`config.mk`:
```
export PLATFORM = sky130hd
export DESIGN_NAME = apb_bridge_arbiter
export DESIGN_NICKNAME = d
export VERILOG_FILES = /design/src/rtl/apb_bridge_arbiter.sv
export SDC_FILE = /design/constraint.sdc
export NUM_CORES = 1
export LEC_CHECK = 0
export ABC_CLOCK_PERIOD_IN_PS = 4400
export CAP_MARGIN = 0
export CELL_PAD_IN_SITES_DETAIL_PLACEMENT = 1
export CELL_PAD_IN_SITES_GLOBAL_PLACEMENT = 2
export CORE_UTILIZATION = 35
export CTS_BUF_LIST = sky130_fd_sc_hd__clkbuf_16
export DETAILED_ROUTE_END_ITERATION = 10
export DONT_BUFFER_PORTS = 1
export HOLD_SLACK_MARGIN = 0.15
export PLACE_DENSITY = 0.71
export SLEW_MARGIN = 10
export SYNTH_ARGS = -nofsm -noshare
export SYNTH_HDL_FRONTEND = slang
export SYNTH_SLANG_ARGS = --single-unit
export TNS_END_PERCENT = 10
```
`constraint.sdc`:
```
create_clock -name clk -period 4.4 [get_ports clk]
set_clock_uncertainty 0.15 [all_clocks]
set_input_delay 0.88 -clock clk [delete_from_list [all_inputs] [get_ports clk]]
set_output_delay 0.88 -clock clk [all_outputs]
set_load 0.005 [all_outputs]
```
`src/rtl/apb_bridge_arbiter.sv`:
```
// Two-requester APB master: round-robin arbitration, UART/GPIO decode,
// SETUP/ACCESS sequencing with a PREADY timeout, per-requester completion.
module apb_bridge_arbiter #(
   parameter int TIMEOUT      = 16,
   parameter int GPIO_SEL_BIT = 12
) (
   input  logic        clk,
   input  logic        rst,
   input  logic        req0,
   input  logic        req0_wr,
   input  logic [31:0] req0_addr,
   input  logic [31:0] req0_wdata,
   input  logic [3:0]  req0_strb,
   output logic        req0_done,
   output logic        req0_err,
   output logic [31:0] req0_rdata,
   input  logic        req1,
   input  logic        req1_wr,
   input  logic [31:0] req1_addr,
   input  logic [31:0] req1_wdata,
   input  logic [3:0]  req1_strb,
   output logic        req1_done,
   output logic        req1_err,
   output logic [31:0] req1_rdata,
   output logic [31:0] padd,
   output logic [31:0] pdata,
   output logic [3:0]  PSTRB,
   output logic        pwr,
   output logic        pen,
   output logic        psel_uart,
   output logic        psel_gpio,
   input  logic [31:0] prdata_uart,
   input  logic [31:0] prdata_gpio,
   input  logic        PREADY_uart,
   input  logic        PREADY_gpio
);

   typedef enum logic [1:0] {IDLE, SETUP, ACCESS, RESP} state_t;

   state_t      state;
   state_t      next_state;
   logic        grant;
   logic        last_grant;
   logic        sel_gpio;
   logic        err_q;
   logic [7:0]  cnt;
   logic [31:0] rdata0;
   logic [31:0] rdata1;

   logic        any_req;
   logic        win;
   logic        cur_wr;
   logic [31:0] cur_addr;
   logic [31:0] cur_wdata;
   logic [3:0]  cur_strb;
   logic        dec_err;
   logic        ready;
   logic        timeout_hit;

   // With both requesters asserted the one that did not win last time goes next.
   assign any_req     = req0 | req1;
   assign win         = (req0 && req1) ? ~last_grant : req1;
   assign cur_wr      = win ? req1_wr    : req0_wr;
   assign cur_addr    = win ? req1_addr  : req0_addr;
   assign cur_wdata   = win ? req1_wdata : req0_wdata;
   assign cur_strb    = win ? req1_strb  : req0_strb;
   assign dec_err     = |cur_addr[31:13];
   assign ready       = sel_gpio ? PREADY_gpio : PREADY_uart;
   assign timeout_hit = (cnt == 8'(TIMEOUT - 1));
   assign req0_rdata  = rdata0;
   assign req1_rdata  = rdata1;

   always_ff @(posedge clk or negedge rst) begin
      if (!rst) begin
         state <= IDLE;
      end else begin
         state <= next_state;
      end
   end

   always_comb begin
      next_state = state;
      case (state)
         IDLE:    if (any_req) next_state = dec_err ? RESP : SETUP;
         SETUP:   next_state = ACCESS;
         ACCESS:  if (ready || timeout_hit) next_state = RESP;
         RESP:    next_state = IDLE;
         default: next_state = IDLE;
      endcase
   end

   always_comb begin
      psel_uart = 1'b0;
      psel_gpio = 1'b0;
      pen       = 1'b0;
      req0_done = 1'b0;
      req1_done = 1'b0;
      if (state == SETUP || state == ACCESS) begin
         psel_uart = ~sel_gpio;
         psel_gpio = sel_gpio;
      end
      if (state == ACCESS) pen = 1'b1;
      if (state == RESP) begin
         req0_done = ~grant;
         req1_done = grant;
      end
      req0_err = req0_done & err_q;
      req1_err = req1_done & err_q;
   end

   // Bus fields are loaded only on a decodable grant, so a decode error
   // leaves the previous transfer's values on padd/pdata/PSTRB/pwr.
   always_ff @(posedge clk or negedge rst) begin
      if (!rst) begin
         grant      <= 1'b0;
         last_grant <= 1'b1;
         sel_gpio   <= 1'b0;
         err_q      <= 1'b0;
         cnt        <= 8'd0;
         padd       <= 32'd0;
         pdata      <= 32'd0;
         PSTRB      <= 4'd0;
         pwr        <= 1'b0;
         rdata0     <= 32'd0;
         rdata1     <= 32'd0;
      end else begin
         case (state)
            IDLE: begin
               if (any_req) begin
                  grant      <= win;
                  last_grant <= win;
                  err_q      <= dec_err;
                  if (!dec_err) begin
                     sel_gpio <= cur_addr[GPIO_SEL_BIT];
                     padd     <= {20'd0, cur_addr[11:0]};
                     pdata    <= cur_wdata;
                     PSTRB    <= cur_wr ? cur_strb : 4'd0;
                     pwr      <= cur_wr;
                  end
               end
            end
            SETUP: cnt <= 8'd0;
            ACCESS: begin
               if (ready) begin
                  err_q <= 1'b0;
                  if (!pwr) begin
                     if (grant) rdata1 <= sel_gpio ? prdata_gpio : prdata_uart;
                     else       rdata0 <= sel_gpio ? prdata_gpio : prdata_uart;
                  end
               end else if (timeout_hit) begin
                  err_q <= 1'b1;
               end else begin
                  cnt <= cnt + 8'd1;
               end
            end
            default: ;
         endcase
      end
   end

endmodule

```
==> reports/qor.txt <==
Total track usage -> 17.74%
Net count reported at finish -> 735
Critical R2R Launch -> last_grant$_DFFE_PN1P_
Relative slew slack -> 34.31%
Combinational share of power -> 20.1%
Part of the power in the clock network -> 35.9%
Grt ovf -> 0
Max capacitance violation total -> 0
Largest fanout on the critical path -> 51
RSZ-0062 raised after global routing -> false
Async S/R FF share, synth -> 100.0%
First-pass GRT wire length -> 24400 microns
Critical path, cell by cell -> a21boi_4, or4_1, o22ai_1, nand2b_4, mux2_1
Gate Count Post-Synth -> 527
Final critical-path share of the clock period -> 62.29%
Buffers & Inverters on Critical Path -> 0
Mean Syn Cell Area -> 11.80 sq um
Cell area power density -> 587.0 nW/um^2
Endpoint required time on the critical path -> 4.53 ns
Antenna viol nets, final -> 0
# port buffers -> 0
Critical path class -> reg2reg
End of the worst register-to-register path -> pdata[21]$_DFFE_PN0P_
Clock transition at path regs -> 0.06 ns
Fraction of layout instances using a drive strength above 1 -> 26.17%
Placeable core area -> 17360 sq um
Number of antenna violations at the first check in global routing -> 0
Met2 Use GR -> 30.83%
Starting Density -> 35.84%
Post-CTS Setup Inserts -> 0
Count of flip-flops with a built-in enable after synthesis -> 0
Fraction of the yosys area taken by sequential cells -> 51.11%
Most common flop cell mapped by yosys -> dfrtp_1
Final wirelength -> 16420 microns
Fraction of power consumed by sequential logic -> 44.1%
Setup TNS Final -> 0 ns
Sw power -> 1.297 mW
Distinct cell type count of the synthesized netlist -> 40
Number of levels the H-tree was split into -> 4
Worst reg-to-reg setup slack -> 1.66 ns
Worst endpoint data arrival time -> 2.87 ns
Wirelength per Cell -> 21.61 microns
Internal power -> 2.806 mW
Total inserted antenna cells -> 0
Class of the most critical hold timing path -> in2async
DR vias -> 3945
Maximum number of pins on one net before global-route repair -> 127
Global-route track usage on met1 -> 20.33%
Kind of end point of the critical path -> flip-flop
Iteration-0 DRC Markers -> 66
Outcome -> complete, no violations
Global routing met3 resource utilization -> 6.846%
Tightest Pin Transition -> 0.9854 ns
Finished Core Util -> 40.28%
Area of the die -> 18310 sq um
Count of standard-cell rows -> 48
Placer Congestion -> 0.7755
Clock tree from TritonCTS -> built
Family of cells with the greatest summed delay on the critical path -> simple AND/OR/NAND/NOR gates
Count of final hold-check violations -> 0
Worst Setup Start Kind -> flip-flop
Synth-to-layout area growth -> 12.37%
Clock Root Buffer -> clkbuf_16
Maximum resistive drop on vdd -> 248.2 uV
Final Power -> 4.103 mW
Leakage power total -> 3.119 nW
Switching power as a share of total power -> 31.61%
Min Tclk post-route -> 2.741 ns
Vias in the first global route -> 4308
Cell type of the slowest stage on the worst timing path -> dfstp_2
R2R depth -> 5
Half-perimeter wire length after detailed placement -> 11920 microns
Setup-failing EPs final -> 0
Maximum clock rate -> 364.9 MHz
Buffer depth of the longest clock path -> 2
Register bit total from synthesis -> 127
Most used routing layer in global routing -> met2
Synthesized area -> 6221 sq um
Number of vias per cell after detailed routing -> 5.191
I/O pin cnt -> 348
Yosys synthesis warning count -> 0
Final max-slew violation count -> 0
Length of the first detailed-routing pass in iterations -> 4
Sinks on the clock net -> 127
Max incr delay on CP -> 0.57 ns
Remaining DRCs -> 0
Worst skew pair latency -> 0.40 ns
Die extent in x -> 135.3 microns
Die height -> 135.3 microns
TritonCTS Buffers -> 17
cell usage after synthesis (all sizes together), types with 4 or more instances:
master  number  area share (%)
a21oi       67             5.4
mux2        99              21
nor2        76             4.6
clkbuf       6            0.36
nor3         4            0.40
ha           5             1.0
inv          6            0.36
dfrtp      126              51
nand2       10            0.60
mux2i       32             5.1
nand3        6            0.48
o21ai        6            0.48
buf         44             4.8
xor2         4            0.56
nor4         9            0.91
worst max path at each step:
stage,startpoint,to,depth (start not counted)
3_3_place_gp,req1,pdata[21]$_DFFE_PN0P_,5
4_1_cts,last_grant$_DFFE_PN1P_,pdata[21]$_DFFE_PN0P_,5
3_5_place_dp,req1,pdata[21]$_DFFE_PN0P_,5
5_1_grt,last_grant$_DFFE_PN1P_,pdata[21]$_DFFE_PN0P_,5
2_1_floorplan,req1,pdata[20]$_DFFE_PN0P_,5
6_report,last_grant$_DFFE_PN1P_,pdata[21]$_DFFE_PN0P_,5
sequential cells by signal (all words and copies together), names as in the netlist:
register    count
pdata          32
req0_rdata     32
req1_rdata     32
padd           12
cnt             8
PSTRB           4
state           2
err_q           1
grant           1
last_grant      1
pwr             1
sel_gpio        1
area by class of cell:
cell class	instances	area, sq um
fillers	1867	10370
inverters	6	22.52
multi-input cells	363	2799
flip-flops and latches	127	3181
clock inverters	15	193.9
clock buffers	17	425.4
well taps	225	281.5
repair buffers	7	87.58
routing by layer:
layer	vias to the layer above	part of all wire (%)
met5	-	0
li1	1774	-
met1	1969	38
met3	8	9.1
met2	194	52
met4	0	0.81
cell usage in the layout (no fill, tap or decap), types with 6 or more instances in the layout:
cell type	Yosys	final
nor4_1	9	9
mux2i_1	32	32
conb_1	1	20
a21oi_1	67	67
nand3_1	6	6
clkbuf_16	0	17
mux2_4	49	49
nor2_1	76	76
mux2_2	49	49
dfrtp_1	126	125
inv_1	6	6
o21ai_0	6	6
nand2_1	10	10
power by group through the flow:
stage                     sequential [mW]  combinational, mW  clock, mW
after global routing                 1.85              0.946       1.56
after floorplan                      1.72              0.661          0
after detailed placement             1.84              0.804          0
final                                1.81              0.824       1.47
after global placement               1.82              0.756          0
after CTS                            1.82              0.839       1.51
stage by stage:
step / setup WS [ns] / hold slack, ns / area, sq um / cells
after floorplan: 1.869 / 0.3389 / 6292 / 546
after global placement: 1.322 / 0.3825 / 6334 / 726
after detailed placement: 1.275 / 0.3769 / 6334 / 726
after CTS: 1.639 / 0.3077 / 6990 / 760
after global routing: 1.518 / 0.3177 / 6990 / 760
final: 1.659 / 0.2863 / 6990 / 760
repair_timing:
action | in CTS | in global routing
hold buffers | 2 | 0
endpoints found under the hold margin | 126 | 0
endpoints found under the setup margin | 0 | 0
gates resized for setup | 0 | 0
worst register-to-register path, cell delays in order, from the launching register on:
cell and delay, ns:
dfstp_2 0.57, a21boi_4 0.07, or4_1 0.39, o22ai_1 0.31, nand2b_4 0.55, mux2_1 0.58
kinds of logic after synthesis:
logic type               share of synthesized area (%)
flip-flops                                       51.11
AND/OR/NAND/NOR                                  8.648
AO/OA/AOI/OAI                                    6.919
buffers and inverters                            5.531
multiplexers                                     26.03
other                                          0.06028
XOR/XNOR                                        0.7039
adder cells (fa/ha/maj)                          1.006
(Power assumes the default switching activity.)
